### src/rtl/spi_dac_frame_rx_pkg.sv
// Shared constants and types for the SPI DAC frame receiver.
// Frame layout, LSB first on the wire: [3:0] cfg, [11:4] data, [15:12] pad (must be 0).
package spi_dac_pkg;

  localparam int FRAME_BITS_DEF = 16;

  localparam int CFG_LSB  = 0;
  localparam int CFG_W    = 4;
  localparam int DATA_LSB = 4;
  localparam int DATA_W   = 8;
  localparam int PAD_LSB  = 12;
  localparam int PAD_W    = 4;

  localparam int CNT_W   = 5;
  localparam int CNT_MAX = (1 << CNT_W) - 1;

  typedef enum logic {
    IDLE  = 1'b0,
    SHIFT = 1'b1
  } state_t;

endpackage

### src/rtl/spi_dac_frame_rx_sync_edge.sv
// Multi-flop synchronizer for one async pin, plus a delay flop for edge detection.
// Edge strobes are combinational from the delay flop and last for one clk cycle.
module sync_edge #(
  parameter int   STAGES  = 2,
  parameter logic RST_VAL = 1'b0
) (
  input  logic clk,
  input  logic rst,
  input  logic din,
  output logic level,
  output logic rise,
  output logic fall
);

  logic [STAGES-1:0] sync_q;
  logic              dly_q;

  always_ff @(posedge clk) begin
    if (rst) begin
      sync_q <= {STAGES{RST_VAL}};
      dly_q  <= RST_VAL;
    end else begin
      sync_q <= {sync_q[STAGES-2:0], din};
      dly_q  <= sync_q[STAGES-1];
    end
  end

  assign level = sync_q[STAGES-1];
  assign rise  = level & ~dly_q;
  assign fall  = ~level & dly_q;

endmodule

### src/rtl/spi_dac_frame_rx.sv
// Oversampling mode-0 SPI slave that reassembles LSB-first DAC command frames and
// reports each one as either accepted (word_valid) or malformed (frame_err).
module spi_dac_frame_rx
  import spi_dac_pkg::*;
#(
  parameter int FRAME_BITS  = FRAME_BITS_DEF,
  parameter int SYNC_STAGES = 2
) (
  input  logic                  clk,
  input  logic                  rst,
  input  logic                  n_CS,
  input  logic                  SCK,
  input  logic                  SDI,
  output logic [FRAME_BITS-1:0] word,
  output logic [CFG_W-1:0]      cfg,
  output logic [DATA_W-1:0]     data,
  output logic                  word_valid,
  output logic                  frame_err,
  output logic                  busy
);

  localparam int IDX_W = $clog2(FRAME_BITS);

  logic cs_level, cs_rise, cs_fall;
  logic sck_level_unused, sck_rise, sck_fall_unused;
  logic sdi_level, sdi_rise_unused, sdi_fall_unused;

  sync_edge #(.STAGES(SYNC_STAGES), .RST_VAL(1'b1)) u_sync_cs (
    .clk   (clk),
    .rst   (rst),
    .din   (n_CS),
    .level (cs_level),
    .rise  (cs_rise),
    .fall  (cs_fall)
  );

  sync_edge #(.STAGES(SYNC_STAGES), .RST_VAL(1'b0)) u_sync_sck (
    .clk   (clk),
    .rst   (rst),
    .din   (SCK),
    .level (sck_level_unused),
    .rise  (sck_rise),
    .fall  (sck_fall_unused)
  );

  sync_edge #(.STAGES(SYNC_STAGES), .RST_VAL(1'b0)) u_sync_sdi (
    .clk   (clk),
    .rst   (rst),
    .din   (SDI),
    .level (sdi_level),
    .rise  (sdi_rise_unused),
    .fall  (sdi_fall_unused)
  );

  state_t                state;
  logic [CNT_W-1:0]      bit_cnt;
  logic [FRAME_BITS-1:0] shreg;
  logic                  frame_ok;

  assign frame_ok = (bit_cnt == CNT_W'(FRAME_BITS)) && (shreg[PAD_LSB +: PAD_W] == '0);

  always_ff @(posedge clk) begin
    if (rst) begin
      state      <= IDLE;
      bit_cnt    <= '0;
      shreg      <= '0;
      word       <= '0;
      word_valid <= 1'b0;
      frame_err  <= 1'b0;
    end else begin
      word_valid <= 1'b0;
      frame_err  <= 1'b0;
      unique case (state)
        IDLE: begin
          // A CS fall wins over a coincident SCK rise: mode 0 has SCK low at select.
          if (cs_fall) begin
            state   <= SHIFT;
            bit_cnt <= '0;
            shreg   <= '0;
          end
        end
        SHIFT: begin
          if (cs_rise) begin
            state <= IDLE;
            if (frame_ok) begin
              word       <= shreg;
              word_valid <= 1'b1;
            end else begin
              frame_err  <= 1'b1;
            end
          end else if (sck_rise) begin
            if (bit_cnt < CNT_W'(FRAME_BITS))
              shreg[bit_cnt[IDX_W-1:0]] <= sdi_level;
            // Saturate so over-long frames never alias back to a legal count.
            if (bit_cnt != CNT_W'(CNT_MAX))
              bit_cnt <= bit_cnt + 1'b1;
          end
        end
        default: state <= IDLE;
      endcase
    end
  end

  assign cfg  = word[CFG_LSB  +: CFG_W];
  assign data = word[DATA_LSB +: DATA_W];
  // The synced CS level is itself a flop output; inverting it keeps busy glitch-free.
  assign busy = ~cs_level;

endmodule

### config.mk
export PLATFORM = sky130hd
export DESIGN_NAME = spi_dac_frame_rx
export DESIGN_NICKNAME = d
export VERILOG_FILES = /design/src/rtl/spi_dac_frame_rx_pkg.sv /design/src/rtl/spi_dac_frame_rx_sync_edge.sv /design/src/rtl/spi_dac_frame_rx.sv
export SDC_FILE = /design/constraint.sdc
export NUM_CORES = 1
export LEC_CHECK = 0
export ABC_CLOCK_PERIOD_IN_PS = 2050
export CORE_MARGIN = 2
export CORE_UTILIZATION = 47
export CTS_CLUSTER_SIZE = 28
export DETAILED_ROUTE_END_ITERATION = 6
export PLACE_DENSITY = 0.84
export SYNTH_ARGS = -nofsm -noshare
export SYNTH_HDL_FRONTEND = slang
export SYNTH_SLANG_ARGS = --single-unit
### constraint.sdc
create_clock -name clk -period 2.05 [get_ports clk]
set_input_delay 0.615 -clock clk [delete_from_list [all_inputs] [get_ports clk]]
set_output_delay 0.615 -clock clk [all_outputs]
set_load 0.02 [all_outputs]
# Yosys cells after proc, flatten, opt, wreduce, memory -nomap -nowiden
# Index checks and enable logic that the tools add are counted.
totals:
  word_cells: 55
  out_inout_bits: 31
  ff_bits: 48
op_classes:
  bitwise_logic: 8
  mux: 18
  reduce_logical: 7
  addsub: 1
  n_eq_ne: 7
  order_cmp: 3
op_table:
  columns: ["op", "n"]
  rows:
  - ["$mux 16", 4]
  - ["$pmux 16 s2", 1]
  - ["$mux 5", 4]
  - ["$bwmux 16", 1]
  - ["$pmux 5 s2", 1]
  - ["$reduce_and 4->1", 2]
  - ["$ne 2x2->1 const B", 3]
  - ["$add 5x1->5 const B", 1]
  - ["$eq 5x5->1 const B", 1]
  - ["$lt 4x5->1 const B", 1]
  - ["$lt 5x5->1 const B", 1]
  - ["$mux 1", 5]
  - ["$ne 5x5->1 const B", 1]
  - ["$not 1->1", 5]
  - ["$demux 1 s4", 1]
  - ["$ge 4x1->1 const B", 1]
  - ["$logic_not 4->1", 1]
  - ["$ne 2x1->1 const B", 2]
  - ["$and 1x1->1", 3]
  - ["$reduce_and 3->1", 1]
  - ["$reduce_or 3->1", 1]
  - ["$logic_and 1x1->1", 2]
  - ["$pmux 1 s2", 1]

# Longest topological paths before layout
# Gate-level depths: netlist of the first run.
depth:
  word_depth: 9
  ltp_mapped: 8
  mapped_depth_nobuf: 6

# Cells and area by module
# A second synthesis of the first run with hierarchy kept.
unflattened:
  hier_cells: 222
  area_unflattened_um2: 2087.0
by_module_without_submodules:
  columns: ["mod", "seq_area_each_um2", "area_each_um2", "instances", "cells_each"]
  rows:
  - ["spi_dac_frame_rx", 800.8, 1811.7, 1, 198]
  - ["sync_edge at u_sync_sck ...", 60.1, 91.3, 2, 8]
  - ["sync_edge at u_sync_cs", 60.1, 92.6, 1, 8]

# Least setup slack after synthesis of the first run
# No wires, ideal clock.
synth_path:
  path_type: "reg-to-reg"
  start: "reg bit_cnt[0]"
  end: "reg bit_cnt[3]"
  path_stages_with_launch: 8
  arrival_time_ns: 1.930
  t_required_ns: 1.927
  slack_ns: -0.003
  setup_ns: 0.123
  synth_period_minus_slack_ns: 2.053
  path_cell_list: "dfxtp_1 -> ha_1 -> clkbuf_1 -> and3_1 -> ha_1 -> nor4b_4 -> nand4_1 -> mux2_1"
synth_via:
  elab_chain_len: 5
  elab_cells_between_ends: 8
  cone_classes: "add/sub (1); eq/ne (2); mux (4); reduce/logical (1)"
synth_lines:
  columns: ["element", "line_no", "rtl"]
  rows:
  - ["start: declaration", "spi_dac_frame_rx.sv:56", "logic [CNT_W-1:0] bit_cnt;"]
  - ["start signal: assignment", "spi_dac_frame_rx.sv:96", "bit_cnt <= bit_cnt + 1'b1;"]
  - ["$add 5x1->5", "spi_dac_frame_rx.sv:96", null]
  - ["$mux 5", "spi_dac_frame_rx.sv:95", "if (bit_cnt != CNT_W'(CNT_MAX))"]
  - ["$mux 5", "spi_dac_frame_rx.sv:91", "end else if (sck_rise) begin"]
  - ["$mux 5", "spi_dac_frame_rx.sv:83", "if (cs_rise) begin"]
  - ["$pmux 5 s2", "spi_dac_frame_rx.sv:73", "unique case (state)"]
# Several ways; a longest one is shown, not always the timed one. The select of a mux whose other input is x is not followed.
# A chain may end at the register's enable or synchronous reset.

# Worst setup path in the final report of the first run
layout_path:
  start: "reg u_sync_cs.sync_q[1]"
  end: "out busy"
layout_via:
  elab_chain_len: 1
layout_lines:
  columns: ["element", "line_no", "rtl"]
  rows:
  - ["start: declaration", "spi_dac_frame_rx_sync_edge.sv:15", "logic [STAGES-1:0] sync_q;"]
  - ["start signal: assignment", "spi_dac_frame_rx_sync_edge.sv:20", "sync_q <= {STAGES{RST_VAL}};"]
  - ["start signal: assignment", "spi_dac_frame_rx_sync_edge.sv:23", "sync_q <= {sync_q[STAGES-2:0], din};"]
  - ["$not 1->1", "spi_dac_frame_rx.sv:107", "assign busy = ~cs_level;"]
  - ["end: declaration", "spi_dac_frame_rx.sv:19", "output logic busy"]
# Every way passes these cells.

==> results of run 1 <==
-- power by group through the flow --
stage	combinational, uW	sequential, uW	clock, uW
floorplan	46.6	966	0
global placement	70.2	967	0
detailed placement	71.6	968	0
CTS	72.2	946	708
global route	80.1	947	745
finish	71.9	946	689
-- final cells by class --
class / instances / area, sq um
clock buffers: 5 / 68.8
clock inverters: 3 / 47.5
fillers: 380 / 1770
inverters: 4 / 15.0
multi-input cells: 133 / 958
flip-flops and latches: 48 / 962
well taps: 52 / 65.1
repair buffers: 47 / 465
-- per-layer routing --
metal	up-vias	GRT usage, %
met1	720	20.4
met2	39	27.8
met5	-	0
met3	8	4.70
met4	0	5.66
li1	786	-
-- sequential cells by signal (all words and copies together) (netlist names) --
register           flops
frame_err              1
word                  16
shreg                 16
u_sync_sck.sync_q      2
state                  1
u_sync_cs.dly_q        1
bit_cnt                5
u_sync_sck.dly_q       1
u_sync_sdi.sync_q      2
word_valid             1
u_sync_cs.sync_q       2
-- Yosys cell counts --
| cell type | number |
|---|---|
| buf_1 | 1 |
| a21oi_1 | 13 |
| and3b_1 | 1 |
| nand3_1 | 4 |
| nor4b_4 | 1 |
| dfxtp_1 | 48 |
| o21ai_0 | 8 |
| nor3b_1 | 1 |
| a22o_1 | 4 |
| a311o_1 | 2 |
| buf_6 | 2 |
| and2_1 | 4 |
| and2b_1 | 2 |
| a32o_1 | 2 |
| nand2b_1 | 3 |
| clkbuf_2 | 1 |
| mux2i_1 | 12 |
| ha_1 | 5 |
| and2_2 | 1 |
| a31o_2 | 2 |
| nor2b_4 | 1 |
| mux2_1 | 1 |
| buf_2 | 3 |
| clkbuf_1 | 5 |
| inv_1 | 4 |
| o21a_1 | 9 |
| o211ai_1 | 1 |
| buf_4 | 13 |
| nand2_1 | 5 |
| or2_2 | 3 |
| a311oi_2 | 1 |
| nor3_1 | 5 |
| a31o_1 | 7 |
| nor2_1 | 15 |
| nor3b_4 | 2 |
| buf_12 | 1 |
| o21ba_2 | 1 |
| nor2b_1 | 9 |
| and4_1 | 1 |
| and3_1 | 5 |
| nand4_1 | 1 |
| nor4_1 | 1 |
-- cells by family after synthesis --
family	synth area share [%]
fa+ha+maj	2.96
compound gates	17.0
simple gates	19.1
buf+inv	9.34
flops	45.4
mux	6.21
-- worst paths after layout --
check | slack [ps] | cells after the start | startpoint | endpoint
worst min-delay path | 420 | 1 | u_sync_cs.sync_q[0]$_SDFF_PP1_ | u_sync_cs.sync_q[1]$_SDFF_PP1_
worst max register to register | 180 | 7 | bit_cnt[1]$_SDFFE_PP0P_ | bit_cnt[1]$_SDFFE_PP0P_
worst min register to register | 420 | 1 | u_sync_cs.sync_q[0]$_SDFF_PP1_ | u_sync_cs.sync_q[1]$_SDFF_PP1_
worst max-delay path | 100 | 2 | u_sync_cs.sync_q[1]$_SDFF_PP1_ | busy
-- through the flow --
step	hold WS (ps)	power [uW]	instances	TNS, ps	worst slack (ps)
after floorplan	389	1010	211	0	16.7
after global placement	393	1040	284	-44.8	-17.8
after detailed placement	399	1040	284	-87.6	-29.6
after CTS	424	1730	292	0	37.1
after global routing	438	1770	292	0	34.5
final	419	1710	292	0	99.2
-- worst max-delay path, delay by kind of cell, from the launching register on --
kind / cells / cell delay (ps)
buffers and inverters: 2 / 670
DFF: 1 / 360
-- what timing repair did --
| item | in CTS | in global routing |
|---|---|---|
| gates resized for setup | 0 | 1 |
| endpoints found under the setup margin | 0 | 1 |
| endpoints found under the hold margin | 0 | 0 |
==> results.cfg, run 1 <==
[outcome]
status = complete, no violations

[cells_and_area]
nNetsFinal = 249
antennaDiodeCount = 0
drive_gt1_share_pct = 13.8
mostFrequentLayoutCells = dfxtp_1, clkdlybuf4s50_1, nor2_1
final_core_util_pct = 59.3
area_growth_pct = 22.0
mostFrequentLayoutCell = dfxtp_1
fin_area_sq_um = 2580

[floorplan]
die_w_microns = 71.1
die-area_sq_um = 5060
initial_core_util_pct = 48.6
io_pins = 36
core_area_sq_um = 4350
die_h_microns = 71.1
rows = 24

[critical_path]
crit_fanout = 6
slowest_stage = clkdlybuf4s50_1
path_cells = inv_1, clkdlybuf4s50_1
endpoint_kind = primary output
arrival_ps = 1340
critical_path_required_ps = 1430
startpoint_type = flip-flop
slowest_delay_ps = 600
path_class = flip-flop to primary output

[place]
dpl_cell_area_sq_um = 2460
portBuffers = 35
dpl.hpwl_microns = 2700
gp_congestion = 0.823

[route]
drc = 0
via_count = 1553
highest_layer = met4
via_per_inst = 5.32
ant_nets = 0
drt_pass1_iterations = 4
post_drt_wl_per_cell_microns = 13.1
routed_wl_microns = 3820
wl_met1_microns = 1720
wl_met2_microns = 1850
wl_met3_microns = 192
drt-initial-drc-count = 105

[min_path]
hold_path.class = flip-flop to flip-flop

[grt]
grt.total_usage_pct = 16.5
grt_pass1_wl_microns = 6670
grt_pass1_vias = 1431
grt.overflow.total = 0
antenna_found_initial = 0
grt_max_degree = 20

[cts]
clock-sinks = 48
ctsHtreeMaxLevel = 2
cts_root_buf = clkbuf_8
cts.clk_slew.worst_paths_ps = 90
hold_buffers = 0
cts_buffers = 5
tritoncts = yes
postCtsSetupBuffers = 0
insertion_delay_ps = 310
clockBufferDepth = 2

[power]
clkPwrFrac_pct = 40.4
pwr-share-comb_pct = 4.2
power.share.sequential_pct = 55.4
p_leak_uw = 0.000997
cellInternalPower_uw = 1340
cellPowerDensity_nw_per_um2 = 661
power.switching_uw = 365
switching_share_pct = 21.4
ir_drop_mv = 0.333

[sta]
setup_violations = 0
hold_violations = 0
worstMarginPinSlew_ps = 525
layout_min_cycle_time_ps = 1950
clock_skew_ps = 9.73
rsz0062_at_grt = false
slew_headroom_pct = 64.9
fmax_mhz = 513
fin_crit_sh_pct = 95.2
slew_viol_final = 0

[synthesis]
yosysTopAreaCell = dfxtp_1
syn-cell-area_sq_um = 2120
netlist.area_leader.share_pct = 45.4
synth_cells = 211
synth_seq_area_share_pct = 45.4
yosys_register_bits = 48
synth_cell_types = 42
synth.area.top_cells = dfxtp_1, mux2i_1, buf_4
avgSynthCellArea_sq_um = 10.0
yosys_warnings = 0
synth_nets = 221

[flow_run]
drv_cap = 0
Note: power is estimated with default switching activity, not from simulation.
==> inputs of run 2 (changes only) <==
SLEW_MARGIN = 20   (was unset)
==> results of run 2 <==
The final DEF is identical to that of run 1; final timing and power are the same.
